--- src/rtl/param_tx_pkg.sv ---
// param_tx shared definitions: frame layout, header default,
// state encoding and payload byte selection.
package param_tx_pkg;

  localparam int PAYLOAD_LEN = 7;

  localparam logic [3:0] IDX_SHAPE  = 4'd0;
  localparam logic [3:0] IDX_FREQ_H = 4'd1;
  localparam logic [3:0] IDX_FREQ_L = 4'd2;
  localparam logic [3:0] IDX_OFF_H  = 4'd3;
  localparam logic [3:0] IDX_OFF_L  = 4'd4;
  localparam logic [3:0] IDX_AMP_H  = 4'd5;
  localparam logic [3:0] IDX_AMP_L  = 4'd6;

  localparam logic [7:0] DEF_HDR_BYTE = 8'hA5;

  typedef logic [2:0] state_t;

  localparam state_t S_IDLE  = 3'd0;
  localparam state_t S_WAIT  = 3'd1;
  localparam state_t S_WRITE = 3'd2;
  localparam state_t S_GAP   = 3'd3;
  localparam state_t S_DONE  = 3'd4;

  typedef struct packed {
    logic [7:0]  shape;
    logic [15:0] freq;
    logic [15:0] offs;
    logic [15:0] amp;
  } params_t;

  // Payload byte at a given payload index, receiver byte order.
  function automatic logic [7:0] payload_byte(
    input logic [3:0] idx,
    input params_t    p
  );
    logic [7:0] b;
    b = 8'h00;
    unique case (idx)
      IDX_SHAPE:  b = p.shape;
      IDX_FREQ_H: b = p.freq[15:8];
      IDX_FREQ_L: b = p.freq[7:0];
      IDX_OFF_H:  b = p.offs[15:8];
      IDX_OFF_L:  b = p.offs[7:0];
      IDX_AMP_H:  b = p.amp[15:8];
      IDX_AMP_L:  b = p.amp[7:0];
      default:    b = 8'h00;
    endcase
    return b;
  endfunction

  // XOR of the seven payload bytes.
  function automatic logic [7:0] payload_chk(input params_t p);
    return p.shape ^ p.freq[15:8] ^ p.freq[7:0]
         ^ p.offs[15:8] ^ p.offs[7:0]
         ^ p.amp[15:8] ^ p.amp[7:0];
  endfunction

endpackage

--- src/rtl/param_tx_sync_2ff.sv ---
// Generic 1-bit two-flop synchroniser with
// selectable reset value.
module sync_2ff #(
  parameter bit RST_VAL = 1'b0
) (
  input  logic clk,
  input  logic rst,
  input  logic d,
  output logic q
);

  logic s1;

  // Two flops in series; both load RST_VAL on reset.
  always_ff @(posedge clk) begin
    if (rst) begin
      s1 <= RST_VAL;
      q  <= RST_VAL;
    end else begin
      s1 <= d;
      q  <= s1;
    end
  end

endmodule

--- src/rtl/param_tx.sv ---
// param_tx: serialises the active generator settings
// into a UART byte frame on the uart tx write port.
module param_tx
  import param_tx_pkg::*;
#(
  parameter bit         HDR_EN     = 1'b0,
  parameter logic [7:0] HDR_BYTE   = DEF_HDR_BYTE,
  parameter bit         CHK_EN     = 1'b0,
  parameter int         GAP_CYCLES = 3
) (
  input  logic        clk_1MHz,
  input  logic        rst,
  input  logic        send,
  input  logic [7:0]  var_1,
  input  logic [15:0] var_2,
  input  logic [15:0] var_3,
  input  logic [15:0] var_4,
  input  logic        tx_full,
  output logic        wr_uart,
  output logic [7:0]  w_data,
  output logic        busy,
  output logic        done
);

  localparam int FRAME_LEN =
    PAYLOAD_LEN + int'(HDR_EN) + int'(CHK_EN);
  localparam logic [3:0] LAST_IDX = 4'(FRAME_LEN - 1);
  localparam logic [3:0] HDR_OFF  = 4'(HDR_EN);
  localparam int GW = $clog2(GAP_CYCLES + 1);
  localparam logic [GW-1:0] GAP_LAST = GW'(GAP_CYCLES - 1);

  state_t        state, state_n;
  logic [3:0]    idx, idx_n;
  logic [GW-1:0] gap_cnt, gap_n;
  params_t       snap;
  logic          load;
  logic          wr_n, busy_n, done_n;
  logic [7:0]    data_n;
  logic [7:0]    frame_byte;
  logic          tx_full_s;
  logic          gap_done;
  logic          last;

  sync_2ff #(
    .RST_VAL (1'b1)
  ) u_sync_full (
    .clk (clk_1MHz),
    .rst (rst),
    .d   (tx_full),
    .q   (tx_full_s)
  );

  assign gap_done = (gap_cnt == GAP_LAST);
  assign last     = (idx == LAST_IDX);

  // Byte for the current index: header, payload or checksum.
  always_comb begin
    frame_byte = payload_byte(idx - HDR_OFF, snap);
    if (HDR_EN && idx == 4'd0) begin
      frame_byte = HDR_BYTE;
    end else if (CHK_EN && last) begin
      frame_byte = payload_chk(snap);
    end
  end

  // State, snapshot and registered outputs.
  always_ff @(posedge clk_1MHz) begin
    if (rst) begin
      state   <= S_IDLE;
      idx     <= 4'd0;
      gap_cnt <= '0;
      snap    <= '0;
      wr_uart <= 1'b0;
      w_data  <= 8'h00;
      busy    <= 1'b0;
      done    <= 1'b0;
    end else begin
      state   <= state_n;
      idx     <= idx_n;
      gap_cnt <= gap_n;
      wr_uart <= wr_n;
      w_data  <= data_n;
      busy    <= busy_n;
      done    <= done_n;
      if (load) begin
        snap <= '{var_1, var_2, var_3, var_4};
      end
    end
  end

  // Next-state decode.
  always_comb begin
    state_n = state;
    unique case (state)
      S_IDLE:  if (send) state_n = S_WAIT;
      S_WAIT:  if (!tx_full_s) state_n = S_WRITE;
      S_WRITE: state_n = S_GAP;
      S_GAP: begin
        if (gap_done) begin
          state_n = last ? S_DONE : S_WAIT;
        end
      end
      S_DONE:  state_n = S_IDLE;
      default: state_n = S_IDLE;
    endcase
  end

  // Next values of registered outputs and counters.
  always_comb begin
    idx_n  = idx;
    gap_n  = gap_cnt;
    load   = 1'b0;
    wr_n   = 1'b0;
    data_n = w_data;
    busy_n = busy;
    done_n = 1'b0;
    unique case (state)
      S_IDLE: begin
        if (send) begin
          load   = 1'b1;
          idx_n  = 4'd0;
          busy_n = 1'b1;
        end
      end
      S_WAIT: begin
        if (!tx_full_s) begin
          data_n = frame_byte;
          wr_n   = 1'b1;
        end
      end
      S_WRITE: gap_n = '0;
      S_GAP: begin
        if (gap_done) begin
          gap_n = '0;
          if (last) begin
            busy_n = 1'b0;
            done_n = 1'b1;
          end else begin
            idx_n = idx + 4'd1;
          end
        end else begin
          gap_n = gap_cnt + 1'b1;
        end
      end
      S_DONE: idx_n = 4'd0;
      default: begin
        idx_n  = 4'd0;
        busy_n = 1'b0;
      end
    endcase
  end

endmodule

--- config.mk ---
export PLATFORM = sky130hd
export DESIGN_NAME = param_tx
export DESIGN_NICKNAME = d
export VERILOG_FILES = /design/src/rtl/param_tx_pkg.sv /design/src/rtl/param_tx_sync_2ff.sv /design/src/rtl/param_tx.sv
export SDC_FILE = /design/constraint.sdc
export NUM_CORES = 1
export LEC_CHECK = 0
export CAP_MARGIN = 20
export CORE_MARGIN = 2
export CORE_UTILIZATION = 45
export DETAILED_ROUTE_END_ITERATION = 8
export PLACE_DENSITY_LB_ADDON = 0.08
export SLEW_MARGIN = 10
export SYNTH_ARGS = -nofsm -noshare
export SYNTH_HDL_FRONTEND = slang
export SYNTH_SLANG_ARGS = --single-unit
--- constraint.sdc ---
create_clock -name clk_1MHz -period 3.49 [get_ports clk_1MHz]
set_input_delay 0.698 -clock clk_1MHz [delete_from_list [all_inputs] [get_ports clk_1MHz]]
set_output_delay 0.698 -clock clk_1MHz [all_outputs]
set_load 0.05 [all_outputs]
* Yosys cells after proc, flatten, opt, wreduce, memory -nomap -nowiden
Cells that the tools add are included.
Storage, ports and cells: bits in registers 78, input bits 60, output and inout bits 11
Operators by class: $add $sub $neg 2, eq/ne operators 16, muxes and demuxes 20, bitwise gates (word level) 6, reduce and logical (&&, ||, !) cells 11
Operators by type and width (number):
- $pmux W8 S7 | 1
- $eq A4 B3 Y1 const B | 3
- $mux W3 | 4
- $mux W4 | 3
- $pmux W3 S4 | 1
- $pmux W4 S3 | 1
- $eq A4 B2 Y1 const B | 2
- $ne A2 B2 Y1 const B | 4
- $reduce_and A4 Y1 | 2
- $mux W1 | 7
- $eq A3 B2 Y1 const B | 2
- $not A1 Y1 | 6
- $reduce_or A3 Y1 | 2
- $add A4 B1 Y4 const B | 1
- $eq A4 B1 Y1 const B | 1
- $logic_not A4 Y1 | 1
- $pmux W2 S2 | 1
- $reduce_or A2 Y1 | 2
- $eq A3 B1 Y1 const B | 1
- $eq A3 B3 Y1 const B | 1
- $logic_not A3 Y1 | 1
- $pmux W1 S3 | 1
- $reduce_and A3 Y1 | 1
- $add A2 B1 Y2 const B | 1
- other kinds (5) | 5

* Depth between registers and ports, before layout
Gate-level depths: netlist (run 1).
depth after elaboration 4, depth in mapped cells 8, gate-level depth less buffers 6

* Modules after synthesis
A second synthesis (run 1) with hierarchy kept.
Unflattened totals: cells, all modules 396, area, all modules 3179.3 µm²
By module, submodules not included:
- param_tx | instances 1, cells each 392, area each 3126.7 µm²
- sync_2ff | instances 1, cells each 4, area each 52.6 µm²

* Worst setup path before layout (run 1)
Ideal clock, no wire load.
path kind in2reg, start in rst, end reg idx[0], library setup time 0.132 ns, data arrival time 1.556 ns, data required time 3.358 ns, path slack 1.802 ns, stages 4, buffers on the path 3, cell sequence clkbuf_1 -> clkbuf_1 -> buf_1 -> a21oi_1
RTL lines:
- start, declared | RTL line param_tx.sv:12 | input logic rst,
- end signal, assigned | RTL line param_tx.sv:79 | idx <= idx_n;
- end, declared | RTL line param_tx.sv:33 | logic [3:0] idx, idx_n;
No word-level cell between the ends.

* Worst setup path after layout (run 1)
start reg w_data[7], end out w_data[7]
RTL lines:
- start, declared | RTL line param_tx.sv:20 | output logic [7:0] w_data,
- start signal, assigned | RTL line param_tx.sv:82 | w_data <= data_n;
No word-level cell between the ends.

==> flow_metrics.env, run 1 <==
export IMPL_outcome="completed"
export IMPL_ff_latch_area_um2=1560
export IMPL_finish_utilization_pct=60.3
export IMPL_postCtsHoldBufs=0
export IMPL_synth_fp_nets=452
export IMPL_num_rows=30
export IMPL_wl_per_cell_um=14.5
export IMPL_cts_root_buffer="clkbuf_8"
export IMPL_finalInstanceArea_um2=4140
export IMPL_drc_errors=0
export IMPL_drv_slew=0
export IMPL_critPathTopFamily="buffers and inverters"
export IMPL_cp_slowest_cell="clkdlybuf4s50_1"
export IMPL_cp_slowest_stage_delay_ps=820
export IMPL_multi_input_area_um2=1500
export IMPL_postSynthCellCount=387
export IMPL_required_ps=2790
export IMPL_skew_ps=11.3
export IMPL_period_needed_ps=2240
export IMPL_clk_latency_ps=350
export IMPL_area_growth_pct=27.7
export IMPL_die_width_um=88.9
export IMPL_crit_fanout=2
export IMPL_path_buf_inv=1
export IMPL_critPathLaunch="w_data[7]$_SDFFE_PP0P_"
export IMPL_core_um2=6870
export IMPL_htree_levels=3
export IMPL_final_nets=507
export IMPL_placed_cell_area_um2=3930
export IMPL_clk_path_buf_depth=2
export IMPL_cp_end_kind="output pin"
export IMPL_cts_tree="done"
export IMPL_antenna_found_initial=0
export IMPL_grt_max_degree=62
export IMPL_synth_distinct_cells=35
export IMPL_slew_headroom_pct=51.2
export IMPL_setup_tns_ps=0
export IMPL_avgViaCountPerCell=5.24
export IMPL_ir_drop_mv=0.259
export IMPL_hp_start="u_sync_full.s1$_SDFF_PP1_"
export IMPL_timing_rr_start="idx[0]$_SDFFE_PP0P_"
export IMPL_cts_sinks=78
export IMPL_p_leak_nw=1.48
export IMPL_ios=71
export IMPL_maxCapViolations=0
export IMPL_start_util_pct=47.2
export IMPL_antennaDiodeCount=0
export IMPL_ys_seq_area_share_pct=48.2
export IMPL_worst_slew_pin_slew_ps=731
export IMPL_firstDrtPassIters=4
export IMPL_min_period_over_period_pct=64.1
export IMPL_nFillCells=647
export IMPL_setup_viol=0
export IMPL_mappedNetlistArea_um2=3240
export IMPL_dp_hpwl_um=5410
export IMPL_avgSynthCellArea_um2=8.38
export IMPL_cp_cell_sequence="clkdlybuf4s50_1"
export IMPL_drive_above_1_share_pct=6.04
export IMPL_hold_path_class="flip-flop to flip-flop"
export IMPL_io_buffers=70
export IMPL_dieArea_um2=7900
export IMPL_finalHoldViolations=0
export IMPL_grt_pass1_vias=2580
export IMPL_rsz0062_at_grt="no"
export IMPL_grt_usage_pct=20.9
export IMPL_gp_congestion=0.840
export IMPL_crit_type="flip-flop to output pin"
export IMPL_grt_pass1_wl_um=12400
export IMPL_cts_repair_resized=0
export IMPL_synth_warnings=0
export IMPL_dr_first_iter_drc_count=190
export IMPL_max_freq_mhz=447
export IMPL_ant_nets=0
export IMPL_ys_ff_latch=78
export IMPL_vias=2846
export IMPL_cp_arrival_ps=1540
export IMPL_overflow=0
export IMPL_p_per_area_nw_per_um2=459
export IMPL_startpoint_type="flip-flop"
export IMPL_numCtsBuffers=9
export IMPL_post_cts_setup_buffers=0
export IMPL_die_y_um=88.9
export IMPL_cts_clk_slew_worst_paths_ps=80
export IMPL_wl_um=7880
[power breakdown]
part	switching (mW)	total (mW)	leakage (nW)	internal, mW
Combinational	0.104	0.213	0.732	0.108
Sequential	0.0269	0.960	0.637	0.933
Clock	0.327	0.728	0.106	0.401
Total	0.458	1.90	1.48	1.44
[metal layers]
layer / track usage (%) / part of all wire [%] / up-vias / routed length (um)
met5: 0 / 0 / - / 0
met4: 9.50 / 1.7 / 0 / 131
met3: 4.38 / 6.5 / 11 / 511
met2: 32.0 / 47 / 84 / 3730
met1: 28.3 / 45 / 1293 / 3510
li1: - / - / 1458 / -
[area by class of cell]
class / count / area share (%)
inverter: 6 / 0.544
sequential: 78 / 37.7
clock buffer: 10 / 3.08
multi-input combinational: 273 / 36.1
clock inverter: 6 / 2.09
tap: 96 / 2.90
timing repair buffer: 74 / 17.5
[cells in the final DEF, fill, tap and decap left out, types with 2 or more instances in the layout]
master / count
and3_1: 8
a22oi_1: 17
clkbuf_8: 9
nor2_1: 8
a2111oi_2: 2
a22o_1: 8
nand2b_1: 3
inv_1: 6
bufinv_16: 2
clkdlybuf4s50_1: 69
and3b_1: 3
nor3_1: 2
buf_4: 4
nand3b_1: 3
clkinv_2: 2
o21ai_0: 2
dfxtp_1: 78
nand2_1: 114
a311oi_1: 3
ha_1: 5
a222oi_1: 8
or2_2: 2
a21oi_1: 71
nand3_1: 3
[synth_stat cells]
cell	count	area share (%)
a22oi_1	17	3.9
nor3_1	2	0.31
nand4b_1	1	0.27
nor3b_1	1	0.23
and3_1	8	1.5
and3b_1	3	0.81
nor4b_2	1	0.46
buf_1	2	0.23
a221oi_1	1	0.27
clkbuf_1	10	1.2
inv_1	6	0.69
nand3b_1	3	0.69
a311oi_1	3	0.81
and2_1	1	0.19
a2111oi_0	1	0.27
buf_4	2	0.46
a22o_1	8	2.2
nand3_1	3	0.46
nand2_1	114	13
dfxtp_1	78	48
nand4_1	1	0.19
ha_1	5	1.9
a21oi_1	71	11
nor4_2	1	0.39
nor2_1	8	0.93
buf_2	11	1.7
buf_6	5	1.7
a311o_1	1	0.31
a2111oi_2	2	0.93
o21ai_0	2	0.31
or2_2	2	0.39
nor3b_4	1	0.58
nand2b_1	3	0.58
nor4b_1	1	0.27
a222oi_1	8	2.5
[sequential cells by signal, summed over array words and instances (netlist names)]
| register | count |
|---|---|
| gap_cnt | 2 |
| snap | 56 |
| idx | 4 |
| u_sync_full.s1 | 1 |
| state | 3 |
| u_sync_full.q | 1 |
| busy | 1 |
| w_data | 8 |
| done | 1 |
| wr_uart | 1 |
[worst paths after layout]
| path | depth (start not counted) | slack [ps] | to |
|---|---|---|---|
| worst max-delay path | 1 | 1250 | w_data[7] |
| worst min-delay path | 1 | 400 | u_sync_full.q$_SDFF_PP1_ |
| worst max register to register | 5 | 1460 | w_data[0]$_SDFFE_PP0P_ |
| worst min register to register | 1 | 400 | u_sync_full.q$_SDFF_PP1_ |
[through the flow]
| stage | setup slack [ps] | std cells | hold WS, ps | power, mW |
|---|---|---|---|---|
| 2_1_floorplan | 1800 | 387 | 389 | 1.10 |
| 6_report | 1250 | 543 | 396 | 1.90 |
| 5_1_grt | 1220 | 543 | 419 | 1.99 |
| 4_1_cts | 1230 | 543 | 399 | 1.92 |
| 3_5_place_dp | 1320 | 527 | 392 | 1.19 |
| 3_3_place_gp | 1370 | 527 | 396 | 1.19 |
[cells by family (layout without fill, tap and decap cells)]
family	Yosys count	after routing	share of synthesized area, %
buffers and inverters	36	96	5.98
DFF	78	78	48.2
adders and majority gates	5	5	1.93
AOI/OAI and AO/OA	114	114	22.4
and+or+nand+nor	154	154	21.5
Power figures use the tool's default switching activity.
==> run 2, diff against run 1 <==
- clock period: 3.49 -> 2 ns (I/O delays scaled with it)
==> flow_metrics.env, run 2 (synthesis gave the netlist of run 1 again) <==
export IMPL_drive_above_1_share_pct=7.71
export IMPL_final_cell_mix="114 x nand2_1, 78 x dfxtp_1, 71 x a21oi_1"
export IMPL_wl_per_cell_um=14.6
export IMPL_hold_ws_ps=243
export IMPL_vias=2913
export IMPL_min_period_over_period_pct=96.8
export IMPL_dieArea_um2=7900
export IMPL_cp_arrival_ps=1540
export IMPL_rsz0062_at_grt="no"
export IMPL_finalHoldViolations=0
export IMPL_cp_end_kind="output pin"
export IMPL_largest_reg_flops=56
export IMPL_startpoint_type="flip-flop"
export IMPL_skew_ps=7.36
export IMPL_die_y_um=88.9
export IMPL_clk_latency_ps=350
export IMPL_cts_tree="done"
export IMPL_wl_um=8020
export IMPL_critPathTopFamily="buffers and inverters"
export IMPL_finish_utilization_pct=61.8
export IMPL_period_needed_ps=1940
export IMPL_swShare_pct=23.1
export IMPL_cts_repair_resized=0
export IMPL_gp_congestion=0.788
export IMPL_start_util_pct=47.2
export IMPL_antennaDiodeCount=0
export IMPL_maxCapViolations=0
export IMPL_required_ps=1600
export IMPL_nFillCells=622
export IMPL_cp_slowest_stage_delay_ps=820
export IMPL_die_width_um=88.9
export IMPL_hold_path_class="input pin to flip-flop"
export IMPL_grt_pass1_vias=2645
export IMPL_cts_clk_slew_worst_paths_ps=80
export IMPL_overflow=0
export IMPL_slew_headroom_pct=62.6
export IMPL_grt_usage_pct=21.2
export IMPL_htree_levels=3
export IMPL_cts_sinks=78
export IMPL_p_per_area_nw_per_um2=792
export IMPL_antenna_found_initial=0
export IMPL_max_freq_mhz=517
export IMPL_p_clk_share_pct=38.8
export IMPL_clk_path_buf_depth=2
export IMPL_ios=71
export IMPL_setup_tns_ps=0
export IMPL_grt_pass1_wl_um=12700
export IMPL_dr_first_iter_drc_count=250
export IMPL_cp_cell_sequence="clkdlybuf4s50_1"
export IMPL_top_register="snap"
export IMPL_numCtsBuffers=9
export IMPL_p_leak_nw=1.54
export IMPL_firstDrtPassIters=6
export IMPL_setup_viol=0
export IMPL_ant_nets=0
export IMPL_final_common_cell="nand2_1"
export IMPL_core_um2=6870
export IMPL_avgViaCountPerCell=5.30
export IMPL_ir_drop_mv=0.473
export IMPL_num_rows=30
export IMPL_io_buffers=70
export IMPL_intPower_mw=2.59
export IMPL_drv_slew=0
export IMPL_dp_hpwl_um=5430
export IMPL_switchingPower_mw=0.776
export IMPL_crit_fanout=2
export IMPL_outcome="completed"
export IMPL_final_nets=515
export IMPL_drc_errors=0
export IMPL_path_buf_inv=1
export IMPL_cp_slowest_cell="clkdlybuf4s50_1"
export IMPL_seqPwrFrac_pct=49.9
export IMPL_cts_root_buffer="clkbuf_8"
export IMPL_grt_max_degree=58
export IMPL_postCtsHoldBufs=0
export IMPL_cp_num_cells=1
export IMPL_worst_slew_pin_slew_ps=560
export IMPL_post_cts_setup_buffers=0
export IMPL_hold_depth=2
export IMPL_reg2regPathDepth=6
export IMPL_area_growth_pct=30.9
export IMPL_crit_type="flip-flop to output pin"
export IMPL_reg_top3="snap: 56 flops, w_data: 8 flops, idx: 4 flops"
export IMPL_power_frac_comb_pct=11.3
-- run 2: path summary, 6_finish.rpt --
path	slack, ps	start	to
max	60	w_data[0]$_SDFFE_PP0P_	w_data[0]
min	240	rst	wr_uart$_SDFF_PP0_
max reg2reg	160	idx[0]$_SDFFE_PP0P_	state[0]$_SDFFE_PP0P_
min reg2reg	420	u_sync_full.s1$_SDFF_PP1_	u_sync_full.q$_SDFF_PP1_
-- run 2: final cells by class --
cell class | instances | area, um^2 | area share (%)
Sequential cell | 78 | 1560 | 36.8
Tap cell | 96 | 120 | 2.83
Timing Repair Buffer | 82 | 823 | 19.4
Clock inverter | 4 | 70.1 | 1.65
Clock buffer | 11 | 151 | 3.57
Inverter | 6 | 22.5 | 0.531
Multi-Input combinational cell | 273 | 1500 | 35.2
-- run 2: power by group through the flow --
stage                     Sequential [mW]  Combinational, mW  Clock, mW
after global placement               1.71              0.377          0
after global routing                 1.69              0.420       1.40
after floorplan                      1.70              0.216          0
after detailed placement             1.71              0.382          0
after CTS                            1.68              0.384       1.34
final                                1.68              0.379       1.30
-- run 2: through the flow --
step,cell area [um^2],power [mW],setup WS (ps),cells
2_1_floorplan,3240,1.92,321,387
3_3_place_gp,4020,2.09,232,535
3_5_place_dp,4020,2.10,174,535
4_1_cts,4240,3.40,38.0,550
5_1_grt,4240,3.51,19.2,550
6_report,4240,3.36,64.6,550
-- run 2: per-layer routing --
layer	GRT usage [%]	wire (um)	up-vias
li1	-	-	1475
met5	0	0	-
met4	5.79	99	0
met3	5.78	566	10
met2	34.2	3790	102
met1	28.0	3570	1326
